## src/rtl/phy_tx_lane_serializer.sv

```systemverilog
// NUM_LANES-to-1 word serializer for the PHY transmit path: captures a lane bank per frame, emits lane 0 first.
// Optional macro IDLE_FILL_EN: invalid lane slots drive IDLE_SYM on data_out instead of the raw held word.
module phy_tx_lane_serializer #(
   parameter int NUM_LANES = 4,
   parameter int DATA_W    = 8,
   parameter int SEL_W     = (NUM_LANES > 1) ? $clog2(NUM_LANES) : 1
`ifdef IDLE_FILL_EN
   ,
   parameter logic [DATA_W-1:0] IDLE_SYM = DATA_W'(8'hBC)
`endif
) (
   input  logic                        clk_4f,
   input  logic                        reset,
   input  logic                        enable,
   input  logic [NUM_LANES*DATA_W-1:0] data_in,
   input  logic [NUM_LANES-1:0]        valid_in,
   output logic                        load,
   output logic [DATA_W-1:0]           data_out,
   output logic                        valid_out,
   output logic [SEL_W-1:0]            lane_out,
   output logic                        frame_start
);

   // Handshake: valid_out qualifies data_out for exactly the cycle it is high. There is no
   // backpressure; enable is the only flow control and pausing drops valid_out to 0.

   logic [SEL_W-1:0]                  sel;
   logic [NUM_LANES-1:0][DATA_W-1:0]  hold_d;
   logic [NUM_LANES-1:0]              hold_v;
   logic                              last_slot;
   logic [DATA_W-1:0]                 cur_d;
   logic                              cur_v;
   logic [DATA_W-1:0]                 next_d;

   assign last_slot = (sel == SEL_W'(NUM_LANES - 1));
   assign load      = enable & ~reset & last_slot;

   // Explicit slot mux so a non-power-of-two lane count never indexes past the bank.
   always_comb begin
      cur_d = '0;
      cur_v = 1'b0;
      for (int k = 0; k < NUM_LANES; k++) begin
         if (sel == SEL_W'(k)) begin
            cur_d = hold_d[k];
            cur_v = hold_v[k];
         end
      end
   end

`ifdef IDLE_FILL_EN
   assign next_d = cur_v ? cur_d : IDLE_SYM;
`else
   assign next_d = cur_d;
`endif

   always_ff @(posedge clk_4f) begin
      if (reset) begin
         sel         <= '0;
         hold_d      <= '0;
         hold_v      <= '0;
         data_out    <= '0;
         valid_out   <= 1'b0;
         lane_out    <= '0;
         frame_start <= 1'b0;
      end else if (enable) begin
         // Output reads the old bank; the capture below lands on the same edge.
         data_out    <= next_d;
         valid_out   <= cur_v;
         lane_out    <= sel;
         frame_start <= (sel == '0);
         sel         <= last_slot ? '0 : sel + SEL_W'(1);
         if (load) begin
            hold_d <= data_in;
            hold_v <= valid_in;
         end
      end else begin
         valid_out   <= 1'b0;
         frame_start <= 1'b0;
      end
   end

endmodule

```

## config.mk

```make
export PLATFORM = sky130hd
export DESIGN_NAME = phy_tx_lane_serializer
export DESIGN_NICKNAME = d
export VERILOG_FILES = /design/src/rtl/phy_tx_lane_serializer.sv
export SDC_FILE = /design/constraint.sdc
export NUM_CORES = 1
export LEC_CHECK = 0
export ABC_AREA = 1
export BUFFER_PORTS_ARGS = -buffer_cell sky130_fd_sc_hd__buf_2
export CAP_MARGIN = 30
export CORE_MARGIN = 2
export CORE_UTILIZATION = 55
export DETAILED_ROUTE_END_ITERATION = 8
export PLACE_DENSITY_LB_ADDON = 0.15
export SLEW_MARGIN = 20
export SYNTH_ARGS = -nofsm -noshare
export SYNTH_HDL_FRONTEND = slang
export SYNTH_SLANG_ARGS = --single-unit
export TNS_END_PERCENT = 30
```

## constraint.sdc

```tcl
create_clock -name clk_4f -period 2.8 [get_ports clk_4f]
set_input_delay 0.28 -clock clk_4f [delete_from_list [all_inputs] [get_ports clk_4f]]
set_output_delay 0.28 -clock clk_4f [all_outputs]
set_load 0.05 [all_outputs]
```

==> results.json <==
{
  "status": "completed",
  "met3WireLength_um": 262,
  "cp_slowest_cell": "ha_1",
  "holdWs_ps": 157,
  "path_cells": "ha_1 > nand2_4 > inv_4 > buf_2",
  "cellInternalPower_mw": 0.982,
  "drv_slew": 0,
  "leakagePower_nw": 1.26,
  "overflow": 0,
  "fmax_mhz": 458,
  "start_util_pct": 56.9,
  "drt-met1-wl_um": 2060,
  "antenna_found_initial": 0,
  "synthMuxAreaShare_pct": 0,
  "async_reset_ff_share_pct": 0,
  "postCtsHoldBufs": 0,
  "cp-end-kind": "output pin",
  "place_congestion": 0.827,
  "fillers": 354,
  "layout.nets": 376,
  "routed_via_density": 5.13,
  "final_cell_mix": "nand2_1 (106), buf_2 (51), nand3_1 (50), dfxtp_1 (50), a21oi_1 (24)",
  "yosys.area.top_type_share_pct": 48.0,
  "finalClockSkew_ps": 7.02,
  "cp-start-kind": "register",
  "max_stage_delay_ps": 490,
  "core-area_um2": 3660,
  "met2_length_um": 2140,
  "worst_pin_slew_ps": 745,
  "top_layer_used": "met4",
  "clk_latency_ps": 310,
  "power.switching_mw": 0.360,
  "cts_max_level": 2,
  "yosysTopAreaCell": "dfxtp_1",
  "io_buffers": 51,
  "netlist_area_um2": 2080,
  "cts_tree": "built",
  "core.rowCount": 22,
  "vdd.ir_drop.worst_v": 0.000348,
  "multi_input_area_um2": 940,
  "finalSetupViolCount": 0,
  "die_area_um2": 4300,
  "hold_violations": 0,
  "fp.dieH_um": 65.6,
  "drtPass1Iterations": 4,
  "synth-xor-area-share_pct": 0,
  "area.sequential_um2": 1000,
  "synth_seq_cells": 50,
  "ys_warn_count": 0,
  "grt_pass1_wl_um": 8010,
  "grt_usage_pct": 24.4,
  "seq_area_frac_synth_pct": 48.0,
  "drc": 0,
  "synth.distinct_cells": 19,
  "pwr-share-clk_pct": 32.5,
  "cts_setup_buffers": 0,
  "slew_headroom_pct": 50.3,
  "final_common_cell": "nand2_1",
  "fp.dieW_um": 65.6,
  "drtIter0Drc": 145,
  "cts_buffer_depth": 2,
  "p_sw_share_pct": 26.8,
  "hold_path_class": "in -> reg",
  "crit_fanout": 37,
  "netlist_instances": 290,
  "pwr-share-seq_pct": 55.1,
  "pin_count": 52,
  "postCtsResizedCells": 0,
  "final_util_pct": 66.0,
  "clk_pin_slew_worst_paths_ps": 90,
  "syn_area_per_cell_um2": 7.19,
  "critPathRequiredTime_ps": 2520,
  "antenna_cells": 0,
  "criticalPathCategory": "reg -> out",
  "syn_nets": 333,
  "combinationalPowerShare_pct": 12.4,
  "dp_hpwl_um": 3160,
  "ys_top_cells_by_area": "dfxtp_1 (48%), nand2_1 (19%), nand3_1 (12%)",
  "rsz0062_at_grt": "no",
  "wl_per_cell_um": 11.9,
  "period_share_pct": 78.0,
  "grt_max_degree": 38,
  "synth_top_family_by_area": "simple AND/OR/NAND/NOR gates",
  "synthAdderAreaFrac_pct": 2.40,
  "powerDensity_nw_per_um2": 555,
  "numCtsBuffers": 5,
  "vias": 1960,
  "areaGrowthSynthToFinish_pct": 16.0,
  "drt_wl_total_um": 4560,
  "cts.sinks": 50,
  "arrival_ps": 1900,
  "drive_gt1_share_pct": 19.2,
  "maxCapViolCount": 0,
  "ys.flop_type": "dfxtp_1",
  "layout_min_cycle_time_ps": 2180,
  "synth_edf_count": 0,
  "grt_pass1_vias": 1787,
  "detail-route-antenna-nets": 0,
  "cts-root-buf": "clkbuf_8",
  "yosys.area_share.simple_pct": 35.4,
  "synth_compound_area_share_pct": 7.32,
  "tns_ps": 0
}
-- worst max-delay path: cells and delay by family (launching register included) --
family | cells | cell delay, ps
fa+ha+maj | 1 | 490
buf+inv | 2 | 380
flops | 1 | 380
simple gates | 1 | 340
-- state kept, by name, summed over array words and instances (netlist names) --
signal,count
lane_out,2
hold_v,4
frame_start,1
valid_out,1
hold_d,32
sel,2
data_out,8
-- synth_stat cells, types with 2 or more instances --
cell type and n:
nand2_1 106, dfxtp_1 50, nand3_1 50, a21oi_1 24, nor2_1 16, buf_2 11
inv_1 10, o21ai_0 5, ha_1 4, buf_4 3, clkbuf_1 2, clkinv_1 2
-- cell families after synthesis --
group                      count (synthesis)
AOI/OAI and AO/OA                         30
adders and majority gates                  4
buffers and inverters                     31
DFF                                       50
and+or+nand+nor                          175
-- cell type report --
class,instances,share of cell area (%)
flip-flops and latches,50,41.4
multi-input cells,209,38.9
repair buffers,53,11.2
clock buffers,7,3.57
well taps,48,2.48
inverters,14,2.28
clock inverters,1,0.207
-- stage by stage --
step,setup slack [ps],power (mW),std cells,instance area (um2)
finish,615,1.34,382,2420
global placement,947,0.921,374,2330
detailed placement,901,0.923,374,2330
CTS,598,1.34,382,2420
global route,420,1.40,382,2420
floorplan,1500,0.868,290,2080
-- path summary, 6_finish.rpt --
| kind | from | endpoint | slack [ps] | cells past startpoint |
|---|---|---|---|---|
| worst max-delay path | sel[0] | load | 620 | 4 |
| worst min-delay path | data_in[21] | hold_d[21] | 160 | 3 |
| worst max register to register | sel[0] | hold_d[1] | 880 | 6 |
| worst min register to register | lane_out[0] | lane_out[0] | 470 | 2 |
-- power by group through the flow --
stage / logic [mW] / clock network, mW / registers (mW)
after floorplan: 0.0821 / 0 / 0.786
after global placement: 0.164 / 0 / 0.756
after detailed placement: 0.166 / 0 / 0.757
after CTS: 0.167 / 0.437 / 0.740
after global routing: 0.186 / 0.469 / 0.743
final: 0.166 / 0.436 / 0.740
-- metal layers --
metal / GRT usage (%) / up-vias
met3: 5.82 / 12
met4: 8.85 / 0
met2: 38.9 / 53
met5: 0 / -
li1: - / 1014
met1: 32.1 / 881
Note: power is estimated with default switching activity, not from simulation.
